## src/rtl/envelope_pkg.sv

```systemverilog
// Shared types and helpers for the ADSR envelope generator.
// Also used by the ENVELOPE_EXP_DECAY_EN build.
package envelope_pkg;

  typedef enum logic [2:0] {
    ST_OFF     = 3'd0,
    ST_ATTACK  = 3'd1,
    ST_DECAY   = 3'd2,
    ST_SUSTAIN = 3'd3,
    ST_RELEASE = 3'd4
  } env_state_t;

  // Per-sample linear step: code 0 moves half of full scale, each code halves it.
  function automatic logic [31:0] inc(input logic [3:0] code, input int unsigned acc_bits);
    return 32'd1 << (acc_bits - 32'd1 - 32'(code));
  endfunction

  function automatic logic [7:0] sustain_level(input logic [3:0] code);
    return {code, code};
  endfunction

endpackage

```

## src/rtl/envelope_rate_lut.sv

```systemverilog
// Maps a 4-bit rate code to an ACC_BITS-wide linear accumulator step.
module envelope_rate_lut
  import envelope_pkg::*;
#(
  parameter int unsigned ACC_BITS = 20
) (
  input  logic [3:0]          i_code,
  output logic [ACC_BITS-1:0] o_inc
);

  assign o_inc = ACC_BITS'(inc(i_code, ACC_BITS));

endmodule

```

## src/rtl/envelope_adsr.sv

```systemverilog
// ADSR envelope generator advancing once per sample_en strobe.
// `define ENVELOPE_EXP_DECAY_EN for exponential decay/release. The release rate port is named
// rel because release is a reserved word.
module envelope_adsr
  import envelope_pkg::*;
#(
  parameter int unsigned ACC_BITS = 20
) (
  input  logic       clk,
  input  logic       rst,
  input  logic       sample_en,
  input  logic       gate,
  input  logic [3:0] attack,
  input  logic [3:0] decay,
  input  logic [3:0] rel,
  input  logic [3:0] sustain,
  output logic [7:0] amplitude,
  output logic       busy
);

  localparam logic [ACC_BITS-1:0] ACC_FULL = {ACC_BITS{1'b1}};
  localparam logic [ACC_BITS-1:0] ACC_ZERO = {ACC_BITS{1'b0}};

  env_state_t          r_state;
  env_state_t          w_state_nxt;
  logic [ACC_BITS-1:0] r_acc;
  logic [ACC_BITS-1:0] w_acc_nxt;
  logic                r_gate_prev;
  logic [7:0]          r_amplitude;
  logic                r_busy;

  logic [ACC_BITS-1:0] w_inc_a;
  logic [ACC_BITS-1:0] w_inc_d;
  logic [ACC_BITS-1:0] w_inc_r;
  logic [ACC_BITS-1:0] w_sus;
  logic [ACC_BITS-1:0] w_dec_step;
  logic [ACC_BITS-1:0] w_rel_step;
  logic [ACC_BITS:0]   w_att_sum;
  logic [ACC_BITS:0]   w_dec_diff;
  logic [ACC_BITS:0]   w_rel_diff;
  logic [ACC_BITS-1:0] w_att_val;
  logic [ACC_BITS-1:0] w_rel_val;
  logic                w_rise;
  logic                w_fall;

  envelope_rate_lut #(.ACC_BITS(ACC_BITS)) u_lut_attack (.i_code(attack), .o_inc(w_inc_a));
  envelope_rate_lut #(.ACC_BITS(ACC_BITS)) u_lut_decay  (.i_code(decay),  .o_inc(w_inc_d));
  envelope_rate_lut #(.ACC_BITS(ACC_BITS)) u_lut_rel    (.i_code(rel),    .o_inc(w_inc_r));

  assign w_sus = {sustain_level(sustain), {(ACC_BITS-8){1'b0}}};

`ifdef ENVELOPE_EXP_DECAY_EN
  // Step shrinks with distance to target; the +1 guarantees the target is reached.
  function automatic logic [ACC_BITS-1:0] exp_step(input logic [ACC_BITS-1:0] acc,
                                                   input logic [ACC_BITS-1:0] tgt,
                                                   input logic [3:0]          code);
    logic [ACC_BITS-1:0] diff;
    diff = (acc > tgt) ? (acc - tgt) : ACC_ZERO;
    return (diff >> (4'd1 + {1'b0, code[3:1]})) + {{(ACC_BITS-1){1'b0}}, 1'b1};
  endfunction

  assign w_dec_step = exp_step(r_acc, w_sus, decay);
  assign w_rel_step = exp_step(r_acc, ACC_ZERO, rel);
`else
  assign w_dec_step = w_inc_d;
  assign w_rel_step = w_inc_r;
`endif

  // One extra bit catches attack overflow and decay/release underflow.
  assign w_att_sum  = {1'b0, r_acc} + {1'b0, w_inc_a};
  assign w_dec_diff = {1'b0, r_acc} - {1'b0, w_dec_step};
  assign w_rel_diff = {1'b0, r_acc} - {1'b0, w_rel_step};
  assign w_att_val  = w_att_sum[ACC_BITS] ? ACC_FULL : w_att_sum[ACC_BITS-1:0];
  assign w_rel_val  = w_rel_diff[ACC_BITS] ? ACC_ZERO : w_rel_diff[ACC_BITS-1:0];

  assign w_rise = gate & ~r_gate_prev;
  assign w_fall = ~gate & r_gate_prev;

  // Next state/level for a sample; gate edges take priority over rate-driven moves.
  always_comb begin
    w_state_nxt = r_state;
    w_acc_nxt   = r_acc;
    if (w_rise && (r_state == ST_OFF || r_state == ST_RELEASE)) begin
      w_state_nxt = ST_ATTACK;
      w_acc_nxt   = w_att_val;
    end else if (w_fall && (r_state == ST_ATTACK || r_state == ST_DECAY ||
                            r_state == ST_SUSTAIN)) begin
      w_state_nxt = ST_RELEASE;
      w_acc_nxt   = w_rel_val;
    end else begin
      case (r_state)
        ST_OFF: begin
          w_acc_nxt = ACC_ZERO;
        end
        ST_ATTACK: begin
          w_acc_nxt = w_att_val;
          if (w_att_val == ACC_FULL) begin
            w_state_nxt = ST_DECAY;
          end else begin
            w_state_nxt = ST_ATTACK;
          end
        end
        ST_DECAY: begin
          if (w_dec_diff[ACC_BITS] || (w_dec_diff[ACC_BITS-1:0] <= w_sus)) begin
            w_acc_nxt   = w_sus;
            w_state_nxt = ST_SUSTAIN;
          end else begin
            w_acc_nxt   = w_dec_diff[ACC_BITS-1:0];
          end
        end
        ST_SUSTAIN: begin
          w_acc_nxt = w_sus;
        end
        ST_RELEASE: begin
          if (w_rel_diff[ACC_BITS] || (w_rel_diff[ACC_BITS-1:0] == ACC_ZERO)) begin
            w_acc_nxt   = ACC_ZERO;
            w_state_nxt = ST_OFF;
          end else begin
            w_acc_nxt   = w_rel_diff[ACC_BITS-1:0];
          end
        end
        default: begin
          w_acc_nxt   = ACC_ZERO;
          w_state_nxt = ST_OFF;
        end
      endcase
    end
  end

  // State, level, gate history and registered outputs advance only on sample strobes.
  always_ff @(posedge clk) begin
    if (rst) begin
      r_state     <= ST_OFF;
      r_acc       <= ACC_ZERO;
      r_gate_prev <= 1'b0;
      r_amplitude <= 8'd0;
      r_busy      <= 1'b0;
    end else if (sample_en) begin
      r_state     <= w_state_nxt;
      r_acc       <= w_acc_nxt;
      r_gate_prev <= gate;
      r_amplitude <= w_acc_nxt[ACC_BITS-1 -: 8];
      r_busy      <= (w_state_nxt != ST_OFF);
    end
  end

  assign amplitude = r_amplitude;
  assign busy      = r_busy;

endmodule
```

## config.mk

```make
export PLATFORM = sky130hd
export DESIGN_NAME = envelope_adsr
export DESIGN_NICKNAME = d
export VERILOG_FILES = /design/src/rtl/envelope_pkg.sv /design/src/rtl/envelope_rate_lut.sv /design/src/rtl/envelope_adsr.sv
export SDC_FILE = /design/constraint.sdc
export NUM_CORES = 1
export LEC_CHECK = 0
export CELL_PAD_IN_SITES_DETAIL_PLACEMENT = 2
export CELL_PAD_IN_SITES_GLOBAL_PLACEMENT = 2
export CORE_MARGIN = 8
export CORE_UTILIZATION = 38
export DETAILED_ROUTE_END_ITERATION = 10
export DONT_BUFFER_PORTS = 1
export GPL_ROUTABILITY_DRIVEN = 0
export PLACE_DENSITY_LB_ADDON = 0.1
export SLEW_MARGIN = 20
export SYNTH_ARGS = -nofsm -noshare
export SYNTH_HDL_FRONTEND = slang
export SYNTH_SLANG_ARGS = --single-unit
```

## constraint.sdc

```tcl
create_clock -name clk -period 8 [get_ports clk]
set_clock_uncertainty 0.15 [all_clocks]
set_input_delay 2 -clock clk [delete_from_list [all_inputs] [get_ports clk]]
set_output_delay 2 -clock clk [all_outputs]
set_load 0.01 [all_outputs]
```

# After elaboration in Yosys (flattened, before gate mapping)
# Index checks and enable logic that the tools add are counted.
dict set report word_totals {
  regBits 33
  latchBits 0
  mem_bits_rw 0
  romBits 0
  input_bits 20
  out_inout_bits 9
  word_cells 48
  mem_count 0
}
dict set report classes {
  n_addsub 6
  mul 0
  div 0
  n_lt_le_gt_ge 1
  eq_ne 5
  shift 3
  muxes 13
  bitwise 4
  reduce_logical 11
}
# cell n
set ops {}
lappend ops {{2-to-1 mux 20 bit} 6}
lappend ops {{<< shifter 1 x 32 -> 20 bit, first input constant} 3}
lappend ops {{one-hot mux 20 bit (4 select lines)} 1}
lappend ops {{subtractor 20 x 20 -> 21 bit} 2}
lappend ops {{adder 20 x 20 -> 21 bit} 1}
lappend ops {{== test 20 bit, second input constant} 1}
lappend ops {{<= comparator 20 bit} 1}
lappend ops {{logical NOT 20 bit} 1}
lappend ops {{subtractor 5 x 4 -> 6 bit, first input constant} 3}
lappend ops {{2-to-1 mux 3 bit} 4}
lappend ops {{one-hot mux 3 bit (4 select lines)} 1}
lappend ops {{== test 3 x 2 -> 1 bit, second input constant} 2}
lappend ops {{logical OR 1 bit} 5}
lappend ops {{== test 3 x 1 -> 1 bit, second input constant} 1}
lappend ops {{== test 3 bit, second input constant} 1}
lappend ops {{logical NOT 3 bit} 1}
lappend ops {{nonzero test 3 bit} 1}
lappend ops {{AND 1 bit} 2}
lappend ops {{logical AND 1 bit} 2}
lappend ops {{2-to-1 mux 2 bit} 1}
lappend ops {{NOT 1 bit} 2}
lappend ops {{OR reduction 2 bit} 1}

# Longest topological paths before layout
dict set report depth {
  word_depth 10
  ltp_mapped 23
  mapped_depth_nobuf 22
}

# Modules after synthesis
# Synthesis repeated with hierarchy kept, for this count alone.
dict set report unflattened {
  cells_unflattened 888
  hier_area_um2 6329.8
}
# module instances cells_each area_each_um2 seq_area_each_um2
set modules_own_cells {}
lappend modules_own_cells {envelope_adsr 1 795 5774.3 500.5}
lappend modules_own_cells {envelope_rate_lut 3 31 185.2 0.0}

# Least setup slack after synthesis
# OpenSTA, ideal clock, no wires.
dict set report synth_path {
  path_type {input -> register}
  start {in decay[2]}
  end {reg r_state[0]}
  setup_ns 0.086
  t_arrival_ns 6.863
  required_ns 7.764
  setup_slack_ns 0.901
  stages 22
  path_buffers 1
  path_cell_list {inv_1 > ha_1 > nor3b_1 > nand3_1 > ha_1 > a21o_1 > a31o_1 > nor4_1 > o311a_1 > o31ai_1 > a311oi_1 > xnor2_1 > ha_1 > nand4_1 > or4_1 > nor3_2 > o2111ai_2 > nor4_4 > nor3_2 > buf_6 > or3_1 > a221oi_2}
}
dict set report synth_between {
  elab_chain_cells 9
}
# item line
set synth_rtl {}
lappend synth_rtl {{start: declaration} envelope_adsr.sv:14} ;# input logic [3:0] decay,
lappend synth_rtl {{subtractor 5 x 4 -> 6 bit (*)} envelope_pkg.sv:15} ;# return 32'd1 << (acc_bits - 32'd1 - 32'(code));
lappend synth_rtl {{<< shifter 1 x 32 -> 20 bit (*)} envelope_pkg.sv:15}
lappend synth_rtl {{subtractor 20 x 20 -> 21 bit (*)} envelope_adsr.sv:71} ;# assign w_dec_diff = {1'b0, r_acc} - {1'b0, w_dec_step};
lappend synth_rtl {{<= comparator 20 bit} envelope_adsr.sv:104} ;# if (w_dec_diff[ACC_BITS] || (w_dec_diff[ACC_BITS-1:0] <= w_sus)) begin
lappend synth_rtl {{logical OR 1 bit (*)} envelope_adsr.sv:104}
lappend synth_rtl {{2-to-1 mux 3 bit (*)} envelope_adsr.sv:104}
lappend synth_rtl {{one-hot mux 3 bit (4 select lines) (*)} envelope_adsr.sv:91} ;# case (r_state)
lappend synth_rtl {{2-to-1 mux 3 bit (*)} envelope_adsr.sv:86} ;# end else if (w_fall && (r_state == ST_ATTACK || r_state == ST_DECAY ||
lappend synth_rtl {{2-to-1 mux 3 bit (*)} envelope_adsr.sv:83} ;# if (w_rise && (r_state == ST_OFF || r_state == ST_RELEASE)) begin
lappend synth_rtl {{end signal: assignment} envelope_adsr.sv:139} ;# r_state <= w_state_nxt;
lappend synth_rtl {{end: declaration} envelope_adsr.sv:24} ;# env_state_t r_state;
# Mark *: on every way between the ends. The rest lies on a longest branch, timed or not.
# A chain may end at the register's enable or synchronous reset.

# Worst setup path after layout
dict set report layout_path {
  start {in decay[2]}
  end {reg r_acc[13]}
}
dict set report layout_between {
  elab_chain_cells 9
}
# item line
set layout_rtl {}
lappend layout_rtl {{subtractor 5 x 4 -> 6 bit (*)} envelope_pkg.sv:15}
lappend layout_rtl {{<< shifter 1 x 32 -> 20 bit (*)} envelope_pkg.sv:15}
lappend layout_rtl {{subtractor 20 x 20 -> 21 bit (*)} envelope_adsr.sv:71}
lappend layout_rtl {{<= comparator 20 bit} envelope_adsr.sv:104}
lappend layout_rtl {{logical OR 1 bit} envelope_adsr.sv:104}
lappend layout_rtl {{2-to-1 mux 20 bit (*)} envelope_adsr.sv:104}
lappend layout_rtl {{one-hot mux 20 bit (4 select lines) (*)} envelope_adsr.sv:91}
lappend layout_rtl {{2-to-1 mux 20 bit (*)} envelope_adsr.sv:86}
lappend layout_rtl {{2-to-1 mux 20 bit (*)} envelope_adsr.sv:83}
lappend layout_rtl {{end signal: assignment} envelope_adsr.sv:140} ;# r_acc <= w_acc_nxt;
lappend layout_rtl {{end: declaration} envelope_adsr.sv:26} ;# logic [ACC_BITS-1:0] r_acc;
# Marks and branches as above.

==> impl_metrics.toml <==
[run_status]
run_status = "complete, no violations"

[detailed_routing]
post_dr_vias_cell = 6.68
detailedRoute.firstIterationViolations = 348
avgRoutedWirePerCell_um = 26.6
drt_drc_violations_left = 0
drt_wl_total_mm = 26.3
drt-pass1-iter-count = 5
drtAntennaViolNets = 0
route.vias.total = 6611

[finish]
fraction_of_final_layout_cells_with_drive_strength_greater_than_1_pct = 4.61
multiInputGateArea_sq_um = 4960
layout.filler_cells = 1843
commonest_non_fill_non_tap_cell_in_the_layout = "nor2_1"
num_antenna_cells = 0
syn_to_final_growth_pct = 3.24
final_net_count = 897
finish.cell_count_without_fillers = 990
storage_cell_area_sq_um = 500
top_library_cells_by_usage_in_the_layout_fill_and_taps_aside = "95 x nor2_1, 88 x nand2_1, 71 x ha_1"
postLayoutCellArea_sq_um = 5940

[min_path]
hold_path_startpoint = "r_gate_prev"
timing.hold.worst_path_depth = 2
min_delay_worst_endpoint = "r_gate_prev"
hold_class = "reg2reg"

[cts]
tritoncts = "yes"
max-clock-path-buffers = 2
cts_inserted_buffers = 3
cts_hold_buffers = 0
cts.reportedPaths.clkPinSlew_ns = 0.07
htree_levels = 1
clk_latency_ns = 0.27
tritoncts_num_sinks = 25
ctsRootBufferMaster = "clkbuf_16"

[floorplan]
die_area_sq_um = 19300
design.portCount = 29
dieWidth_um = 139
rows = 45
design.core.area_sq_um = 15000
die_height_um = 139
floorplan.initialDensity_pct = 38.4

[grt]
global_route.overflow_total = 0
grt_max_degree = 29
grt_pass1_wl_mm = 41.3
grt_usage_pct = 26.6
grt_antenna_before_repair = 0
first_global_vias = 7110

[place]
postPlaceCellArea_sq_um = 5840
placement.setup.worst_slack_ns = -0.00341
place_hpwl_mm = 21.8
port_buffer_cells = 0
place_inst = 985

[pwr]
power.leakage_nw = 2.43
post-layout-total-power_mw = 0.794
worst_ir_drop_vdd_mv = 0.107
power-per-cell-area_nw_per_um2 = 134

[timing]
max_clock_freq_mhz = 134
post-route-min-period_ns = 7.44
max_slew.worst_pin.slew_ns = 0.876
final_critical_path_setup_slack_ns = 0.562
rsz0062_at_grt = "no"
hold-worst-slack_ns = 0.401
finalSetupViolCount = 0
hold_viol = 0
final.period_utilization_pct = 93.0
final_max_slew_viol_count = 0
slew_headroom_pct = 40.8

[synth]
synthesis.area_sq_um = 5750
number_of_flops_mapped_to_enable_cells_by_yosys = 0
synthesis.yosys.warnings = 0
synthesis.nets = 921
synth_async_sr_flop_share_pct = 0
synth.ff_latch_count = 25
synth_seq_area_share_pct = 8.70
postSynth.topFlopCell = "dfxtp_1"
synth.avg_cell_area_sq_um = 6.95
synth.distinct_cells = 81
syn_inst = 827

[setup_path]
rrSetupSlack_ns = 2.59
critical_path_peak_fanout = 11
regToRegEndpoint = "r_acc[13]"
reg2regPathDepth = 19
worst_setup_path_start_kind = "input port"
worst_ep_arrival_time_ns = 7.49
cp-startpoint = "decay[2]"
worst_setup_path_end_kind = "flop"
r2r_start = "r_acc[0]"
data_required_critical_path_ns = 8.05
critical_setup_path_class = "in2reg"

[run]
drv_cap = 0
routing by layer:
layer	global-route usage (%)	vias up	share of wire (%)
met5	0	-	0
met4	7.97	0	2.9
met3	2.51	47	5.0
met2	46.5	206	49
met1	33.8	3317	43
li1	-	3041	-
sequential cells by signal (all words and copies together) (netlist names):
| signal | count |
|---|---|
| r_acc | 20 |
| r_state | 3 |
| busy | 1 |
| r_gate_prev | 1 |
logic make-up (layout without fill, tap and decap cells):
group / Yosys count / count (layout) / synth area share (%)
simple gates: 342 / 342 / 29.9
buf+inv: 67 / 42 / 5.13
xor+xnor: 44 / 44 / 6.70
compound gates: 272 / 272 / 32.6
fa+ha+maj: 74 / 74 / 16.5
flops: 25 / 25 / 8.70
mux: 3 / 3 / 0.522
through the flow:
stage | utilization (%) | setup TNS [ns]
after floorplan | - | 0
after global placement | 39.0 | 0
after detailed placement | 39.0 | -0.00341
after CTS | 39.5 | 0
after global routing | 39.6 | 0
final | 39.6 | 0
worst max-delay path by stage:
stage	slack (ns)	depth (start not counted)	to
final	0.56	22	r_acc[13]
after global routing	0.11	22	r_acc[13]
after CTS	0.27	21	r_acc[5]
after detailed placement	-0.003	21	r_acc[5]
after global placement	0.25	21	r_acc[8]
after floorplan	0.90	22	r_state[0]
Yosys cell counts, drive strengths merged (4+ instances only):
cell / count / area share [%]
xnor2: 27 / 4.1
a31o: 4 / 0.61
nand4: 10 / 1.1
nand2b: 10 / 1.1
a21o: 28 / 3.7
nor3b: 8 / 1.0
ha: 71 / 15
dfxtp: 25 / 8.7
o31a: 7 / 1.1
nor2: 95 / 6.2
buf: 16 / 1.8
nand3: 23 / 2.0
a21oi: 60 / 5.2
a221oi: 8 / 1.3
a31oi: 18 / 2.0
o22ai: 6 / 0.65
a22oi: 6 / 0.87
nand2: 89 / 5.9
o211ai: 11 / 1.5
nor2b: 17 / 1.8
or3: 10 / 1.1
o21ai: 48 / 4.2
and2: 11 / 1.2
a2111oi: 12 / 1.8
clkbuf: 17 / 1.1
o221ai: 4 / 0.61
a311oi: 5 / 0.76
xor2: 17 / 2.6
o31ai: 9 / 1.2
a21boi: 4 / 0.52
or2: 6 / 0.65
a211oi: 10 / 1.3
inv: 34 / 2.2
and4: 4 / 0.61
nor3: 27 / 2.7
o21bai: 6 / 0.78
and3: 14 / 1.5
what timing repair did:
action | 4_1_cts | 5_1_grt
gates resized for setup | 0 | 2
buffers inserted | 0 | 1
endpoints found under the hold margin | 0 | 0
setup endpoints to repair | 0 | 9
power breakdown:
group          switching, mW  total [mW]  internal [mW]
combinational          0.334       0.521          0.187
sequential            0.0224       0.154          0.131
clock                 0.0515       0.120         0.0685
critical path, stage by stage:
cell       delay [ns]
inv_1            0.04
ha_1             0.37
nor3b_2          0.33
nand3_1          0.13
ha_1             0.36
a21o_1           0.19
a31o_1           0.24
nor4_1           0.38
o311a_1          0.26
o31ai_1          0.12
a311oi_1         0.33
xnor2_1          0.20
ha_1             0.33
nand4_1          0.08
or4_1            0.56
nor3_2           0.21
o2111ai_2        0.16
nor4_4           0.28
buf_4            0.19
nor3_2           0.10
or4_1            0.43
a31oi_1          0.16
area by class of cell:
cell class                 count  share of cell area (%)
clock buffer                   4                    1.33
multi-input combinational    735                    83.6
inverter                      34                    2.15
timing repair buffer           4                   0.506
sequential                    25                    8.43
tap                          188                    3.96
Power figures use the tool's default switching activity.
